<file path="src/rtl/bitnot_check_pkg.sv">
// Shared layout constants for the bit-inversion checker: where each field
// lives in the stimulus and response vectors, which mask bit reports it,
// and the capture state encoding.
package bitnot_check_pkg;

  localparam int VEC_W       = 128;
  localparam int NFIELD      = 9;    // a1..a9 / b1..b9, field k is k bits wide
  localparam int HALF_W      = 45;   // 1+2+...+9
  localparam int STIM_USED_W = 90;

  // Stimulus: b fields in the low half, a fields above them.
  localparam int STIM_B_LO   = 0;
  localparam int STIM_A_LO   = 45;

  // Response: inverted a fields low, inverted b fields above, then six
  // 6-bit derived fields and two pad bits.
  localparam int RESP_OA_LO  = 0;
  localparam int RESP_OB_LO  = 45;
  localparam int RESP_OC_LO  = 90;
  localparam int OC_W        = 6;
  localparam int NOC         = 6;
  localparam int RESP_PAD_LO = 126;
  localparam int PAD_W       = 2;

  // Mismatch mask bit positions.
  localparam int MASK_W      = 25;
  localparam int MASK_OA     = 0;
  localparam int MASK_OB     = 9;
  localparam int MASK_OC     = 18;
  localparam int MASK_PAD    = 24;

  typedef enum logic {
    CAP_EMPTY = 1'b0,
    CAP_HELD  = 1'b1
  } cap_state_t;

  // Offset of the k-bit field inside a packed half (fields 1..k-1 sit below it).
  function automatic int fld_off(input int w);
    return (w * (w - 1)) / 2;
  endfunction

endpackage

</file>
<file path="src/rtl/bitnot_expect.sv">
// Combinational model of the bit-inversion unit: turns the decoded stimulus
// into the response the unit should produce.
module bitnot_expect
  import bitnot_check_pkg::*;
(
  input  logic [STIM_USED_W-1:0] stim,
  output logic [VEC_W-1:0]       exp_resp
);

  localparam int A9_LO = fld_off(9);
  localparam int A3_LO = fld_off(3);
  localparam int A1_LO = fld_off(1);
  localparam int B3_LO = fld_off(3);
  localparam int B1_LO = fld_off(1);

  logic [HALF_W-1:0] w_a;
  logic [HALF_W-1:0] w_b;

  assign w_b = stim[STIM_B_LO +: HALF_W];
  assign w_a = stim[STIM_A_LO +: HALF_W];

  genvar gi;
  generate
    for (gi = 1; gi <= NFIELD; gi++) begin : g_fld
      localparam int OFF = fld_off(gi);
      // The a and b halves swap places in the response.
      assign exp_resp[RESP_OA_LO + OFF +: gi] = ~w_a[OFF +: gi];
      assign exp_resp[RESP_OB_LO + OFF +: gi] = ~w_b[OFF +: gi];
    end
  endgenerate

  // Derived fields; oc4 and oc6 sign-extend the signed b3/b1 values.
  assign exp_resp[RESP_OC_LO + 0*OC_W +: OC_W] = ~w_a[A9_LO +: 6];
  assign exp_resp[RESP_OC_LO + 1*OC_W +: OC_W] = ~w_a[A9_LO +: 6];
  assign exp_resp[RESP_OC_LO + 2*OC_W +: OC_W] = {3'b111, ~w_a[A3_LO +: 3]};
  assign exp_resp[RESP_OC_LO + 3*OC_W +: OC_W] = {{3{~w_b[B3_LO + 2]}}, ~w_b[B3_LO +: 3]};
  assign exp_resp[RESP_OC_LO + 4*OC_W +: OC_W] = {5'b11111, ~w_a[A1_LO]};
  assign exp_resp[RESP_OC_LO + 5*OC_W +: OC_W] = {6{~w_b[B1_LO]}};
  assign exp_resp[RESP_PAD_LO +: PAD_W]        = 2'b00;

endmodule

</file>
<file path="src/rtl/bitnot_check.sv">
// Two-stage checker for a bit-inversion unit: compares each offered
// stimulus/response pair against the expected response, reports a
// per-field mismatch mask, counts results and captures the first failure.
module bitnot_check
  import bitnot_check_pkg::*;
#(
  parameter int CNT_W  = 32,
  parameter int FAIL_W = 16
) (
  input  logic                clk,
  input  logic                rst,
  input  logic                in_valid,
  output logic                in_ready,
  input  logic [127:0]        stim,
  input  logic [127:0]        resp,
  output logic                res_valid,
  input  logic                res_ready,
  output logic [24:0]         res_mask,
  input  logic                clear,
  output logic [CNT_W-1:0]    n_checked,
  output logic [FAIL_W-1:0]   n_failed,
  output logic                cap_valid,
  output logic [127:0]        cap_stim,
  output logic [127:0]        cap_resp,
  output logic [24:0]         cap_mask
);

  localparam logic [CNT_W-1:0]  CNT_ONE  = {{(CNT_W-1){1'b0}}, 1'b1};
  localparam logic [FAIL_W-1:0] FAIL_ONE = {{(FAIL_W-1){1'b0}}, 1'b1};

  logic [VEC_W-1:0]  w_exp;
  logic [MASK_W-1:0] w_s1_mask;
  logic              w_s1_adv, w_s2_adv, w_acc, w_hs, w_fail_hs, w_cap_load;

  logic              r_s1_valid;
  logic [VEC_W-1:0]  r_s1_diff, r_s1_stim, r_s1_resp;
  logic              r_s2_valid;
  logic [MASK_W-1:0] r_s2_mask;
  logic [VEC_W-1:0]  r_s2_stim, r_s2_resp;

  logic [CNT_W-1:0]  r_n_checked;
  logic [FAIL_W-1:0] r_n_failed;
  cap_state_t        r_cap_state, w_cap_next;
  logic [VEC_W-1:0]  r_cap_stim, r_cap_resp;
  logic [MASK_W-1:0] r_cap_mask;

  bitnot_expect u_expect (
    .stim     (stim[STIM_USED_W-1:0]),
    .exp_resp (w_exp)
  );

  // A stage may load when it is empty or its content moves on this cycle.
  assign w_s2_adv  = !r_s2_valid || res_ready;
  assign w_s1_adv  = !r_s1_valid || w_s2_adv;
  assign in_ready  = w_s1_adv;
  assign w_acc     = in_valid && in_ready;
  assign w_hs      = r_s2_valid && res_ready;
  assign w_fail_hs = w_hs && (r_s2_mask != '0);

  // Per-field OR-reduce of the registered difference.
  genvar gi;
  generate
    for (gi = 1; gi <= NFIELD; gi++) begin : g_red_ab
      assign w_s1_mask[MASK_OA + gi - 1] = |r_s1_diff[RESP_OA_LO + fld_off(gi) +: gi];
      assign w_s1_mask[MASK_OB + gi - 1] = |r_s1_diff[RESP_OB_LO + fld_off(gi) +: gi];
    end
    for (gi = 0; gi < NOC; gi++) begin : g_red_oc
      assign w_s1_mask[MASK_OC + gi] = |r_s1_diff[RESP_OC_LO + gi*OC_W +: OC_W];
    end
  endgenerate
  assign w_s1_mask[MASK_PAD] = |r_s1_diff[RESP_PAD_LO +: PAD_W];

  // Pipeline: S1 holds expected^resp, S2 holds the mask; both stall on backpressure.
  always_ff @(posedge clk) begin
    if (rst) begin
      r_s1_valid <= 1'b0;
      r_s1_diff  <= '0;
      r_s1_stim  <= '0;
      r_s1_resp  <= '0;
      r_s2_valid <= 1'b0;
      r_s2_mask  <= '0;
      r_s2_stim  <= '0;
      r_s2_resp  <= '0;
    end else begin
      if (w_s1_adv) begin
        r_s1_valid <= w_acc;
        r_s1_diff  <= w_exp ^ resp;
        r_s1_stim  <= stim;
        r_s1_resp  <= resp;
      end
      if (w_s2_adv) begin
        r_s2_valid <= r_s1_valid;
        r_s2_mask  <= w_s1_mask;
        r_s2_stim  <= r_s1_stim;
        r_s2_resp  <= r_s1_resp;
      end
    end
  end

  // Saturating result counters; clear beats a coincident handshake.
  always_ff @(posedge clk) begin
    if (rst || clear) begin
      r_n_checked <= '0;
      r_n_failed  <= '0;
    end else if (w_hs) begin
      if (r_n_checked != '1) r_n_checked <= r_n_checked + CNT_ONE;
      if (w_fail_hs && (r_n_failed != '1)) r_n_failed <= r_n_failed + FAIL_ONE;
    end
  end

  // Capture state register.
  always_ff @(posedge clk) begin
    if (rst) r_cap_state <= CAP_EMPTY;
    else     r_cap_state <= w_cap_next;
  end

  // Capture next state: first failing result latches, clear re-arms.
  always_comb begin
    w_cap_next = r_cap_state;
    case (r_cap_state)
      CAP_EMPTY: if (w_fail_hs) w_cap_next = CAP_HELD;
      CAP_HELD:  w_cap_next = CAP_HELD;
      default:   w_cap_next = CAP_EMPTY;
    endcase
    if (clear) w_cap_next = CAP_EMPTY;
  end

  // Capture outputs decoded from state.
  always_comb begin
    cap_valid = (r_cap_state == CAP_HELD);
  end

  assign w_cap_load = (r_cap_state == CAP_EMPTY) && w_fail_hs && !clear;

  // Captured pair data, loaded together with the EMPTY->HELD transition.
  always_ff @(posedge clk) begin
    if (rst || clear) begin
      r_cap_stim <= '0;
      r_cap_resp <= '0;
      r_cap_mask <= '0;
    end else if (w_cap_load) begin
      r_cap_stim <= r_s2_stim;
      r_cap_resp <= r_s2_resp;
      r_cap_mask <= r_s2_mask;
    end
  end

  assign res_valid = r_s2_valid;
  assign res_mask  = r_s2_mask;
  assign n_checked = r_n_checked;
  assign n_failed  = r_n_failed;
  assign cap_stim  = r_cap_stim;
  assign cap_resp  = r_cap_resp;
  assign cap_mask  = r_cap_mask;

endmodule

</file>
<file path="config.mk">
export PLATFORM = sky130hd
export DESIGN_NAME = bitnot_check
export DESIGN_NICKNAME = d
export VERILOG_FILES = /design/src/rtl/bitnot_check_pkg.sv /design/src/rtl/bitnot_expect.sv /design/src/rtl/bitnot_check.sv
export SDC_FILE = /design/constraint.sdc
export NUM_CORES = 2
export LEC_CHECK = 0
export BUFFER_PORTS_ARGS = -buffer_cell sky130_fd_sc_hd__buf_2
export CAP_MARGIN = 20
export CORE_MARGIN = 3
export CORE_UTILIZATION = 50
export CTS_BUF_LIST = sky130_fd_sc_hd__clkbuf_4 sky130_fd_sc_hd__clkbuf_8 sky130_fd_sc_hd__clkbuf_16
export DETAILED_ROUTE_END_ITERATION = 12
export GPL_TIMING_DRIVEN = 0
export PLACE_DENSITY = 0.72
export SETUP_SLACK_MARGIN = 0.15
export SLEW_MARGIN = 20
export SYNTH_ARGS = -nofsm -noshare
export SYNTH_HDL_FRONTEND = slang
export SYNTH_HIERARCHICAL = 1
export SYNTH_SLANG_ARGS = --single-unit
</file>
<file path="constraint.sdc">
create_clock -name clk -period 2.3 [get_ports clk]
set_input_delay 0.23 -clock clk [delete_from_list [all_inputs] [get_ports clk]]
set_output_delay 0.23 -clock clk [all_outputs]
set_load 0.02 [all_outputs]
</file>
==> impl_results.rst <==
.. list-table::
   :header-rows: 1

   * - Metric
     - Value
   * - Run status
     - completed
   * - Combinational power share
     - 7.8%
   * - Minimum hold slack
     - 0.183 ns
   * - Per-instance average area after synthesis
     - 7.99 µm²
   * - Switching pwr
     - 9150 µW
   * - Clock buffers created by TritonCTS
     - 101
   * - Number of library cell types mapped by synthesis
     - 51
   * - Largest area contributor in the synthesized netlist
     - dfxtp_1
   * - Area of the die
     - 76400 µm²
   * - Number of warning messages in the yosys log
     - 6
   * - Post-Syn Instances
     - 4571
   * - Worst path setup slack after routing
     - 0.0749 ns
   * - Number of pins exceeding their max-slew limit in the final report
     - 0
   * - Slew margin rel.
     - 29.0%
   * - Routed length per instance
     - 20.1 µm
   * - Switching Fraction
     - 23.9%
   * - Post-synthesis sequential area ratio
     - 54.6%
   * - Pleak
     - 0.0200 µW
   * - Pre-CTS WS
     - -0.957 ns
   * - Power consumption
     - 38400 µW
   * - Max Fanout on Critical Path
     - 9
   * - Critical path startpoint category
     - flip-flop
   * - Core box area
     - 72000 µm²
   * - Cell occurring most often along the worst timing path
     - buf_6
   * - Capturing element type of the critical path
     - output pin
   * - Initial antenna violation count
     - 19
   * - Main synth FF type
     - dfxtp_1
   * - Clock transition at the registers of the reported paths
     - 0.06 ns
   * - Tmin final
     - 2.23 ns
   * - Wire length of the first global-routing pass
     - 198000 µm
   * - Initial detailed-routing violation count
     - 2696
   * - Detail Route Antenna Nets
     - 0
   * - Total negative setup slack
     - 0 ns
   * - Number of nets in the finished design
     - 5844
   * - Post-route DRC violation count
     - 0
   * - Cell Count Post-Placement
     - 6145
   * - Final hold violation count
     - 0
   * - Maximum number of pins on one net before global-route repair
     - 14
   * - RD Place Congestion
     - 0.898
   * - Final Setup Violations
     - 0
   * - Cells along the critical path
     - nor2b_4 -> buf_6 -> and2_4 -> buf_12 -> inv_8 -> clkbuf_16 -> buf_8 -> buf_6
   * - # rows
     - 98
   * - Worst vdd rail ir drop
     - 0.566 mV
   * - PD cells
     - 801 nW/µm²
   * - H-tree depth
     - 3
   * - Netlist area before placement
     - 36500 µm²
   * - MaxCap Viol Count
     - 0
   * - Die Width
     - 276 µm
   * - Most common cell after layout, fill and taps aside
     - nand2_1
   * - Count of flip-flops with a built-in enable after synthesis
     - 0
   * - Total number of vias
     - 35.4k
   * - Main area contributors after synthesis
     - dfxtp_1 55%, nand2_1 17%, a21oi_1 11%, xnor2_1 3.3%, clkbuf_1 2.7%
   * - Crit path arrival time
     - 2.00 ns
   * - Async set-reset flop share out of synthesis
     - 0%
   * - Via count of the first global-routing pass
     - 33.9k
   * - Final standard cell count with taps included and fillers excluded
     - 6625
   * - Yosys reg bits
     - 997
   * - Initial Util
     - 50.8%
   * - Area growth from synthesis to final layout
     - 31.1%
   * - Flop pwr share
     - 48.1%
   * - Maximum achievable frequency
     - 0.449 GHz
   * - Tightest Pin Transition
     - 1.07 ns
   * - CP Data Required Time
     - 2.07 ns
   * - Number of buffers on the longest clock path
     - 3
   * - Type of the worst min-delay path
     - in2reg
   * - Internal Pwr Total
     - 29200 µW
   * - Quantity of I/O buffers inserted on ports
     - 616
   * - Commonest cells after routing, fill and taps aside
     - 1618 x nand2_1, 971 x dfxtp_1, 818 x a21oi_1
   * - RSZ-0062 raised after global routing
     - true
   * - Share of layout cells above drive strength 1
     - 19.4%
   * - Sum of routed wire length over all layers
     - 133000 µm
   * - Final cycle utilization of the critical path
     - 96.7%
   * - Total congestion overflow after global routing
     - 0
   * - Overall routing resource usage
     - 33.3%
   * - Post-synth top area share
     - 54.6%
   * - Crit Path Category
     - reg2out
   * - Clk_skew
     - 0.0239 ns
   * - Detailed placement HPWL
     - 95900 µm
   * - Clock root cell
     - clkbuf_16
   * - Via count normalized by instance count
     - 5.34
   * - CTS tree
     - yes
   * - IO Count
     - 618
   * - Largest incremental delay on the critical path
     - 0.37 ns
   * - Worst-path cell with the longest stage delay
     - dfxtp_4
   * - Clock insertion delay at the later pin of the skew report
     - 0.64 ns
   * - Clock group share of total power
     - 44.1%
   * - Number of search-and-repair iterations in the first detailed-routing pass
     - 6
   * - Sink count of the clock tree
     - 997
   * - Die outline height
     - 276 µm
[final cells by class]
class	instances	area, µm²
diodes	17	42.5
plain buffers	366	2010
clock buffers	153	3100
clock inverters	27	334
fillers	6028	24100
inverters	95	364
multi-input cells	3117	14900
flip-flops and latches	997	20000
well taps	950	1190
repair buffers	903	5950
[stage by stage]
stage	utilization [%]	cell area, µm²
after floorplan	-	36600
after global placement	56.7	40800
after detailed placement	56.8	40900
after CTS	65.8	47400
after global routing	66.5	47900
final	66.5	47900
[cell families (layout without fill, tap and decap cells)]
logic type / after synthesis / in the layout / synth area share (%)
simple gates: 1955 / 1955 / 21.4
flops: 997 / 997 / 54.6
buf+inv: 465 / 1544 / 5.35
fa+ha+maj: 2 / 2 / 0.0685
compound gates: 1000 / 1000 / 14.9
mux: 12 / 12 / 0.329
xor+xnor: 138 / 138 / 3.31
other cells: 2 / 27 / 0.0206
[critical path, delay by kind of cell (launching register included)]
family | cells | cell delay [ns]
and+or+nand+nor | 2 | 0.29
DFF | 1 | 0.37
buffers and inverters | 6 | 0.69
[repair_timing]
action	4_1_cts	5_1_grt
setup buffers	11	16
pin swaps	5	11
cloned	0	2
hold buffers	258	0
resized for setup	169	141
endpoints found under the setup margin	941	596
hold endpoints to repair	388	0
[registers in the layout, summed over array words and instances (netlist names), 32 cells and up]
register,count
r_s1_stim,128
r_s2_resp,128
cap_stim,128
n_checked,32
r_s2_stim,128
r_s1_resp,128
cap_resp,128
r_s1_diff,128
[power by group through the flow]
| stage | logic [µW] | clock network [µW] | registers (µW) |
|---|---|---|---|
| 4_1_cts | 2880 | 17000 | 18500 |
| 2_1_floorplan | 1380 | 0 | 18700 |
| 3_3_place_gp | 2420 | 0 | 18800 |
| 5_1_grt | 3220 | 17800 | 18500 |
| 6_report | 2980 | 16900 | 18500 |
| 3_5_place_dp | 2450 | 0 | 18800 |
[routing by layer]
layer  vias up  wire (µm)  global-route usage [%]  part of all wire [%]
li1      16900          -                       -                     -
met1     16600      52700                    40.9                    40
met2      1437      62700                    56.0                    47
met3       351      11200                    6.96                   8.4
met4         6       6640                    15.6                   5.0
met5         -         39                       0                 0.029
[final timing paths]
kind                               from                    endpoint  slack (ns)  cells after the start
max reg2reg    res_mask[4]$_SDFFE_PP0P_   cap_stim[76]$_SDFFE_PP0P_        0.16                      9
min                                 rst  n_checked[13]$_SDFFE_PP0P_        0.18                      3
max              res_valid$_SDFFE_PP0P_                    in_ready        0.07                      8
min reg2reg  r_s2_resp[20]$_SDFFE_PP0P_   cap_resp[20]$_SDFFE_PP0P_        0.44                      2
[synthesized netlist by cell type, drive strengths merged, types with 20 or more instances]
cell type	count
nand2	1619
nor4	37
a211oi	130
nor3	23
dfxtp	997
clkbuf	264
a21oi	825
or3	25
or4	20
nand3	20
buf	106
nor2	171
inv	95
xnor2	136
Note: power is estimated with default switching activity, not from simulation.
